===== config.mk =====
export PLATFORM = sky130hd
export DESIGN_NAME = mem_stage
export DESIGN_NICKNAME = d
export VERILOG_FILES = /design/src/rtl/mem_stage_pkg.sv /design/src/rtl/mem_stage_load_ext.sv /design/src/rtl/mem_stage.sv
export SDC_FILE = /design/constraint.sdc
export NUM_CORES = 1
export LEC_CHECK = 0
export ABC_AREA = 1
export CORE_AREA = 2 2 190 192
export DETAILED_ROUTE_END_ITERATION = 6
export DIE_AREA = 0 0 192 194
export PLACE_DENSITY = 0.74
export SETUP_SLACK_MARGIN = 0.3
export SLEW_MARGIN = 40
export SYNTH_ARGS = -nofsm -noshare
export SYNTH_HDL_FRONTEND = slang
export SYNTH_HIERARCHICAL = 1
export SYNTH_SLANG_ARGS = --single-unit

===== constraint.sdc =====
create_clock -name clk -period 12.7 [get_ports clk]
set_clock_uncertainty 0.2 [all_clocks]
set_input_delay 2.54 -clock clk [delete_from_list [all_inputs] [get_ports clk]]
set_output_delay 2.54 -clock clk [all_outputs]
set_load 0.01 [all_outputs]

===== src/rtl/mem_stage_pkg.sv =====
// rtl/mem_stage_pkg.sv - Bus widths, bus layouts and load opcode indices for the memory stage.
package mem_stage_pkg;

    localparam int ES_TO_MS_BUS_WD = 206;
    localparam int MS_TO_WS_BUS_WD = 199;
    localparam int MS_FWD_BUS_WD   = 40;

    localparam int LOAD_B  = 0;
    localparam int LOAD_H  = 1;
    localparam int LOAD_W  = 2;
    localparam int LOAD_BU = 3;
    localparam int LOAD_HU = 4;

    // Field order is MSB to LSB, matching the execute-stage packing.
    typedef struct packed {
        logic        mem_req;
        logic [31:0] vaddr;
        logic [8:0]  csr_esubcode;
        logic        ex;
        logic        ertn;
        logic [31:0] csr_wvalue;
        logic [5:0]  csr_ecode;
        logic        csr_re;
        logic        csr_we;
        logic [13:0] csr_num;
        logic [31:0] csr_wmask;
        logic [4:0]  load_op;
        logic        res_from_mem;
        logic        gr_we;
        logic [4:0]  dest;
        logic [31:0] result;
        logic [31:0] pc;
    } es_to_ms_bus_t;

    typedef struct packed {
        logic [31:0] vaddr;
        logic [8:0]  csr_esubcode;
        logic        ex;
        logic        ertn;
        logic [31:0] csr_wvalue;
        logic [5:0]  csr_ecode;
        logic        csr_re;
        logic        csr_we;
        logic [13:0] csr_num;
        logic [31:0] csr_wmask;
        logic        gr_we;
        logic [4:0]  dest;
        logic [31:0] final_result;
        logic [31:0] pc;
    } ms_to_ws_bus_t;

endpackage


===== src/rtl/mem_stage_load_ext.sv =====
// rtl/mem_stage_load_ext.sv - Selects the addressed byte/halfword of load data and extends it.
module mem_stage_load_ext
    import mem_stage_pkg::*;
(
    input  logic [4:0]  load_op,
    input  logic [1:0]  vaddr_low,
    input  logic [31:0] rdata,
    output logic [31:0] ext_data
);

    logic [7:0]  byte_data;
    logic [15:0] half_data;

    always_comb begin
        byte_data = rdata[7:0];
        case (vaddr_low)
            2'd0: byte_data = rdata[7:0];
            2'd1: byte_data = rdata[15:8];
            2'd2: byte_data = rdata[23:16];
            2'd3: byte_data = rdata[31:24];
            default: byte_data = rdata[7:0];
        endcase
        half_data = vaddr_low[1] ? rdata[31:16] : rdata[15:0];

        ext_data = rdata;
        if (load_op[LOAD_B])
            ext_data = {{24{byte_data[7]}}, byte_data};
        else if (load_op[LOAD_BU])
            ext_data = {24'd0, byte_data};
        else if (load_op[LOAD_H])
            ext_data = {{16{half_data[15]}}, half_data};
        else if (load_op[LOAD_HU])
            ext_data = {16'd0, half_data};
    end

endmodule


===== src/rtl/mem_stage.sv =====
// rtl/mem_stage.sv - LoongArch memory stage: waits for data-SRAM responses, buffers them, drains stale ones after flush.
module mem_stage
    import mem_stage_pkg::*;
(
    input  logic                       clk,
    input  logic                       reset,
    input  logic                       ws_allowin,
    output logic                       ms_allowin,
    input  logic                       es_to_ms_valid,
    input  logic [ES_TO_MS_BUS_WD-1:0] es_to_ms_bus,
    input  logic                       es_mem_req_fire,
    output logic                       ms_to_ws_valid,
    output logic [MS_TO_WS_BUS_WD-1:0] ms_to_ws_bus,
    output logic [MS_FWD_BUS_WD-1:0]   ms_fwd_bus,
    input  logic                       data_sram_data_ok,
    input  logic [31:0]                data_sram_rdata,
    input  logic                       ms_flush_pipe,
    output logic                       ms_ex
);

    logic          ms_valid;
    es_to_ms_bus_t ms_bus;
    logic          rdata_buf_valid;
    logic [31:0]   rdata_buf;
    logic [1:0]    discard_cnt;

    logic          data_ok_live;
    logic          ms_ready_go;
    logic          ms_leave;
    logic          buf_set;
    logic          stale_inc;
    logic [2:0]    discard_sum;
    logic [31:0]   load_rdata;
    logic [31:0]   ext_data;
    logic [31:0]   final_result;
    logic          fwd_valid;
    logic          blk_valid;
    ms_to_ws_bus_t ws_bus;

    // A strobe only belongs to the resident instruction once all stale responses are drained.
    assign data_ok_live = data_sram_data_ok && (discard_cnt == 2'd0);
    assign ms_ready_go  = !ms_bus.mem_req || ms_bus.ex || rdata_buf_valid || data_ok_live;
    assign ms_allowin   = !ms_valid || (ms_ready_go && ws_allowin);
    assign ms_leave     = ms_valid && ms_ready_go && ws_allowin;
    assign buf_set      = data_ok_live && ms_valid && ms_bus.mem_req && !(ms_ready_go && ws_allowin);

    assign stale_inc = ms_valid && ms_bus.mem_req && !ms_bus.ex && !rdata_buf_valid && !data_sram_data_ok;

    always_comb begin
        discard_sum = {1'b0, discard_cnt};
        if (ms_flush_pipe)
            discard_sum = discard_sum + {2'b00, stale_inc} + {2'b00, es_mem_req_fire};
        if (data_sram_data_ok && (discard_cnt != 2'd0))
            discard_sum = discard_sum - 3'd1;
    end

    always_ff @(posedge clk) begin
        if (reset) begin
            ms_valid        <= 1'b0;
            rdata_buf_valid <= 1'b0;
            discard_cnt     <= 2'd0;
        end else begin
            if (ms_flush_pipe)
                ms_valid <= 1'b0;
            else if (ms_allowin)
                ms_valid <= es_to_ms_valid;

            if (ms_flush_pipe || ms_leave)
                rdata_buf_valid <= 1'b0;
            else if (buf_set)
                rdata_buf_valid <= 1'b1;

            discard_cnt <= discard_sum[2] ? 2'd3 : discard_sum[1:0];
        end
    end

    always_ff @(posedge clk) begin
        if (es_to_ms_valid && ms_allowin)
            ms_bus <= es_to_ms_bus_t'(es_to_ms_bus);
        if (buf_set)
            rdata_buf <= data_sram_rdata;
    end

    assign load_rdata = rdata_buf_valid ? rdata_buf : data_sram_rdata;

    mem_stage_load_ext u_load_ext (
        .load_op   (ms_bus.load_op),
        .vaddr_low (ms_bus.vaddr[1:0]),
        .rdata     (load_rdata),
        .ext_data  (ext_data)
    );

    assign final_result   = ms_bus.res_from_mem ? ext_data : ms_bus.result;
    assign ms_to_ws_valid = ms_valid && ms_ready_go && !ms_flush_pipe;
    assign fwd_valid      = ms_to_ws_valid && ms_bus.gr_we;
    assign blk_valid      = ms_valid && ms_bus.res_from_mem && !ms_ready_go;
    assign ms_ex          = ms_valid && (ms_bus.ex || ms_bus.ertn);

    always_comb begin
        ws_bus.vaddr        = ms_bus.vaddr;
        ws_bus.csr_esubcode = ms_bus.csr_esubcode;
        ws_bus.ex           = ms_bus.ex;
        ws_bus.ertn         = ms_bus.ertn;
        ws_bus.csr_wvalue   = ms_bus.csr_wvalue;
        ws_bus.csr_ecode    = ms_bus.csr_ecode;
        ws_bus.csr_re       = ms_bus.csr_re;
        ws_bus.csr_we       = ms_bus.csr_we;
        ws_bus.csr_num      = ms_bus.csr_num;
        ws_bus.csr_wmask    = ms_bus.csr_wmask;
        ws_bus.gr_we        = ms_bus.gr_we;
        ws_bus.dest         = ms_bus.dest;
        ws_bus.final_result = final_result;
        ws_bus.pc           = ms_bus.pc;
    end

    assign ms_to_ws_bus = ws_bus;
    assign ms_fwd_bus   = {ms_bus.csr_re && ms_valid, fwd_valid, blk_valid, ms_bus.dest, final_result};

endmodule


# Yosys cells after proc, flatten, opt, wreduce, memory -nomap -nowiden
# Cells that the tools add are included.
[op_classes] addsub=3 n_mul=0 n_div=0 magnitude_cmp=0 eq_ne=3 shift=0 muxes=11 bitwise=0 reduce_logical=38
[op_table] cell="two-way mux 32 bit" n=6
[op_table] cell="case mux 8 bit (4 select lines)" n=1
[op_table] cell="logical AND 1 bit" n=19
[op_table] cell="two-way mux 16 bit" n=1
[op_table] cell="zero test 1 bit" n=8
[op_table] cell="logical OR 1 bit" n=6
[op_table] cell="two-way mux 3 bit" n=2
[op_table] cell="== test 2 bit (second input constant)" n=2
[op_table] cell="zero test 2 bit" n=2
[op_table] cell="OR reduction 2 bit" n=2
[op_table] cell="adder 2 x 1 -> 3 bit" n=1
[op_table] cell="adder 3 x 1 -> 3 bit" n=1
[op_table] cell="subtractor 3 x 1 -> 3 bit (second input constant)" n=1
[op_table] cell="== test 2 x 1 -> 1 bit (second input constant)" n=1
[op_table] cell="two-way mux 2 bit" n=1
[op_table] cell="nonzero test 2 bit" n=1
[word_totals] ff_bits=242 latch_bits=0 mem_bits_rw=0 mem_bits_ro=0 input_bits=245 output_inout_bits=242 elab_cells=76 memories=0

# Longest topological paths before layout
[depth] ltp_word=10 ltp_mapped=17 mapped_depth_nobuf=16

# Modules after synthesis
# Netlist, hierarchy kept.
[by_module_without_submodules] mod="mem_stage" n_inst=1 cells_per_inst=727 area_per_inst_um2=9920.8 seq_area_each_um2=7226.9
[by_module_without_submodules] mod="mem_stage_load_ext" n_inst=1 cells_per_inst=235 area_per_inst_um2=1132.3 seq_area_each_um2=0.0

# Worst setup path after synthesis
# Ideal clock, no wire load.
[synth_path] kind="in2reg" startpoint="in data_sram_data_ok" endpoint="reg ms_bus[205] (netlist name), enable pin" setup_ns=0.777 arrival_ns=11.384 t_required_ns=11.723 slack_ns=0.338 path_stages=4 path_buffers=0 path_cell_list="nand3_1 nand3_2 nand2_2 nor2_1"
[synth_between] elab_chain_cells=5
[synth_rtl] item="start: declaration" line="mem_stage.sv:15" text="input logic data_sram_data_ok,"
[synth_rtl] item="logical AND 1 bit" line="mem_stage.sv:41" text="assign data_ok_live = data_sram_data_ok && (discard_cnt == 2'd0);"
[synth_rtl] item="logical OR 1 bit" line="mem_stage.sv:42" text="assign ms_ready_go = !ms_bus.mem_req || ms_bus.ex || rdata_buf_valid || data_ok_live;"
[synth_rtl] item="logical AND 1 bit" line="mem_stage.sv:43" text="assign ms_allowin = !ms_valid || (ms_ready_go && ws_allowin);"
[synth_rtl] item="logical OR 1 bit" line="mem_stage.sv:43"
[synth_rtl] item="logical AND 1 bit" line="mem_stage.sv:78" text="if (es_to_ms_valid && ms_allowin)"
[synth_rtl] item="end signal: assignment" line="mem_stage.sv:79" text="ms_bus <= es_to_ms_bus_t'(es_to_ms_bus);"
[synth_rtl] item="end: declaration" line="mem_stage.sv:22" text="es_to_ms_bus_t ms_bus;"
# No other way between the ends.
# A chain may end at the register's enable or synchronous reset.

# Worst setup path in the final report
[layout_path] startpoint="in data_sram_rdata[31]" endpoint="out ms_fwd_bus[24]"
[layout_between] elab_chain_cells=6 word_cells_on_any_way=7 cone_classes="mux: 7"
[layout_rtl] item="start: declaration" line="mem_stage.sv:16" text="input logic [31:0] data_sram_rdata,"
[layout_rtl] item="two-way mux 32 bit *" line="mem_stage.sv:84" text="assign load_rdata = rdata_buf_valid ? rdata_buf : data_sram_rdata;"
[layout_rtl] item="via load_rdata[31]" line="mem_stage.sv:33" text="logic [31:0] load_rdata;"
[layout_rtl] item="two-way mux 16 bit" line="mem_stage_load_ext.sv:23" text="half_data = vaddr_low[1] ? rdata[31:16] : rdata[15:0];"
[layout_rtl] item="two-way mux 32 bit" line="mem_stage_load_ext.sv:30" text="else if (load_op[LOAD_H])"
[layout_rtl] item="two-way mux 32 bit" line="mem_stage_load_ext.sv:28" text="else if (load_op[LOAD_BU])"
[layout_rtl] item="two-way mux 32 bit *" line="mem_stage_load_ext.sv:26" text="if (load_op[LOAD_B])"
[layout_rtl] item="via ext_data[24]" line="mem_stage.sv:34" text="logic [31:0] ext_data;"
[layout_rtl] item="two-way mux 32 bit *" line="mem_stage.sv:93" text="assign final_result = ms_bus.res_from_mem ? ext_data : ms_bus.result;"
[layout_rtl] item="end: declaration" line="mem_stage.sv:14" text="output logic [MS_FWD_BUS_WD-1:0] ms_fwd_bus,"
# The timed path passes the listed nets; every way through them passes the cells marked *.

==> impl_metrics.env <==
export IMPL_status="finished, final reports clean"
export IMPL_comb_power_share_pct=16.8
export IMPL_start_kind="input pin"
export IMPL_die_h_um=194
export IMPL_nNetsFinal=1494
export IMPL_post_cts_resized=0
export IMPL_tritoncts="yes"
export IMPL_clock_fmax_mhz=131.1
export IMPL_placed_area_mm2=0.01478
export IMPL_seq_power_share_pct=44.5
export IMPL_htreeDepth=1
export IMPL_drv_slew=0
export IMPL_hold_viol=0
export IMPL_critPathBufInv=2
export IMPL_worstPathRequired_ns=9.96
export IMPL_synth_nets=1209
export IMPL_crit_top_cell="nand2_1"
export IMPL_root_buffer="clkbuf_16"
export IMPL_whs_ns=0.4531
export IMPL_grt_pass1_wl_um=47700
export IMPL_clock_sinks=241
export IMPL_diodes=0
export IMPL_max_cap_violations=0
export IMPL_pin_count=487
export IMPL_p_clk_share_pct=38.8
export IMPL_synthCells=961
export IMPL_grt_pass1_vias=7539
export IMPL_drt_total_wl_um=33210
export IMPL_path_clk_slew_ns=0.06
export IMPL_initial_core_util_pct=31.29
export IMPL_power_w=0.002134
export IMPL_powerDensity_mw_per_mm2=135.6
export IMPL_vdd_drop_max_v=0.0001165
export IMPL_area_delta_synth_final_pct=42.69
export IMPL_fin_area_mm2=0.01573
export IMPL_synth_area_per_cell_um2=11.47
export IMPL_insertion_delay_ns=0.53
export IMPL_core_area_mm2=0.03522
export IMPL_min_path_type="reg -> reg"
export IMPL_critPathMaxStageDelay_ns=0.68
export IMPL_postCtsSetupBuffers=0
export IMPL_yosys_warnings=6
export IMPL_cp_data_arrival_time_ns=4.89
export IMPL_rsz0062_at_grt="false"
export IMPL_clock_path_buffers=3
export IMPL_grt_overflow_total=0
export IMPL_endpoint_kind="output pin"
export IMPL_dr_total_vias=7405
export IMPL_power_leakage_nw=6.133
export IMPL_dr_pass1_iters=5
export IMPL_worst_pin_slew_ns=0.7327
export IMPL_wl_per_cell_um=19.22
export IMPL_slowest_stage="clkdlybuf4s50_1"
export IMPL_crit_family="simple AND/OR/NAND/NOR gates"
export IMPL_rows=69
export IMPL_path_max_fanout=24
export IMPL_numCtsBuffers=27
export IMPL_first_iter_violations=320
export IMPL_grt_use_total_pct=17.45
export IMPL_gp_congestion=0.8639
export IMPL_vias_per_cell=4.285
export IMPL_grt_max_degree=73
export IMPL_drc=0
export IMPL_synth_area_mm2=0.01102
export IMPL_min_period_ns=7.625
export IMPL_relSlewSlack_pct=51.15
export IMPL_cts_hold_buffers=0
export IMPL_dp_hpwl_um=26420
export IMPL_die_area_mm2=0.03725
export IMPL_setup_viol_count_final=0
export IMPL_setup_tns_ns=0
export IMPL_period_share_pct=60.04
export IMPL_internal_power_w=0.001634
export IMPL_postRouteAntennaNets=0
export IMPL_p_sw_share_pct=23.39
export IMPL_path_class="in -> out"
export IMPL_portBuffers=485
export IMPL_p_sw_w=0.0004991
export IMPL_nFillCells=3281
export IMPL_worstPathCellList="clkdlybuf4s50_1 -> nand2_1 -> nand2_1 -> nand3_2 -> nand3_2 -> nand3_4 -> nand2_1 -> nand2_1 -> nand2_1 -> clkdlybuf4s50_1"
export IMPL_die_w_um=192
export IMPL_layout_drive_gt1_share_pct=6.156
export IMPL_antenna_found_initial=6
==> power groups by stage <==
stage | clock network [W] | registers (W) | logic, W
2_1_floorplan | 0 | 0.000971 | 0.000193
3_3_place_gp | 0 | 0.000965 | 0.000357
3_5_place_dp | 0 | 0.000966 | 0.000362
4_1_cts | 0.000853 | 0.000949 | 0.000364
5_1_grt | 0.000883 | 0.000953 | 0.000389
6_report | 0.000827 | 0.000948 | 0.000358
==> worst paths after layout <==
kind / start / slack [ns] / endpoint / cells after the start
worst min register to register: ms_valid / 0.45 / rdata_buf_valid / 4
worst min-delay path: ms_valid / 0.45 / rdata_buf_valid / 4
worst max register to register: rdata_buf_valid / 9.63 / ms_to_ws_bus[1] / 9
worst max-delay path: data_sram_rdata[31] / 5.07 / ms_fwd_bus[24] / 10
==> layer usage <==
metal / up-vias / global-route usage [%] / wire length, um
li1: 3539 / - / -
met3: 69 / 6.208 / 3280
met2: 337 / 31.54 / 17190
met5: - / 0 / 85
met4: 12 / 6.079 / 1102
met1: 3448 / 18.64 / 11560
==> worst register-to-register path, delay by kind of cell (launching register included) <==
kind,cells,cell delay (ns)
DFF,1,0.31
and+or+nand+nor,5,0.50
buffers and inverters,4,1.65
==> placed cells by master, fill, tap and decap left out, types with 3 or more instances in the layout <==
master	instances
nand3_2	3
inv_2	4
nor2_1	26
bufinv_16	6
clkbuf_16	27
edfxtp_1	237
nand2_2	13
clkbuf_1	7
nand3_1	35
buf_4	3
nor2_4	4
clkinv_1	4
o21ai_0	7
inv_1	35
o21ai_1	10
clkdlybuf4s50_1	485
buf_6	4
dfxtp_1	4
a21oi_1	15
nand2_1	317
==> layout make-up <==
type / count / area (um2) / area share (%)
Clock inverter: 16 / 239.0 / 1.519
Tap cell: 461 / 576.8 / 3.667
Timing Repair Buffer: 492 / 4922 / 31.29
Multi-Input combinational cell: 444 / 1939 / 12.33
Clock buffer: 34 / 701.9 / 4.463
Sequential cell: 241 / 7197 / 45.76
Inverter: 40 / 152.6 / 0.9705
==> flip-flops by register name (all words and copies together) (netlist names) <==
register,cells
discard_cnt,2
ms_bus,38
ms_fwd_bus,5
ms_to_ws_bus,162
ms_valid,1
rdata_buf,32
rdata_buf_valid,1
==> stage by stage <==
stage / setup slack (ns) / util (%) / cells
CTS: 5.040 / 44.63 / 1728
finish: 5.075 / 44.65 / 1728
floorplan: 0.3818 / - / 961
global placement: 5.052 / 41.89 / 1677
global route: 4.877 / 44.65 / 1728
detailed placement: 5.064 / 41.96 / 1678
Power figures use the tool's default switching activity.
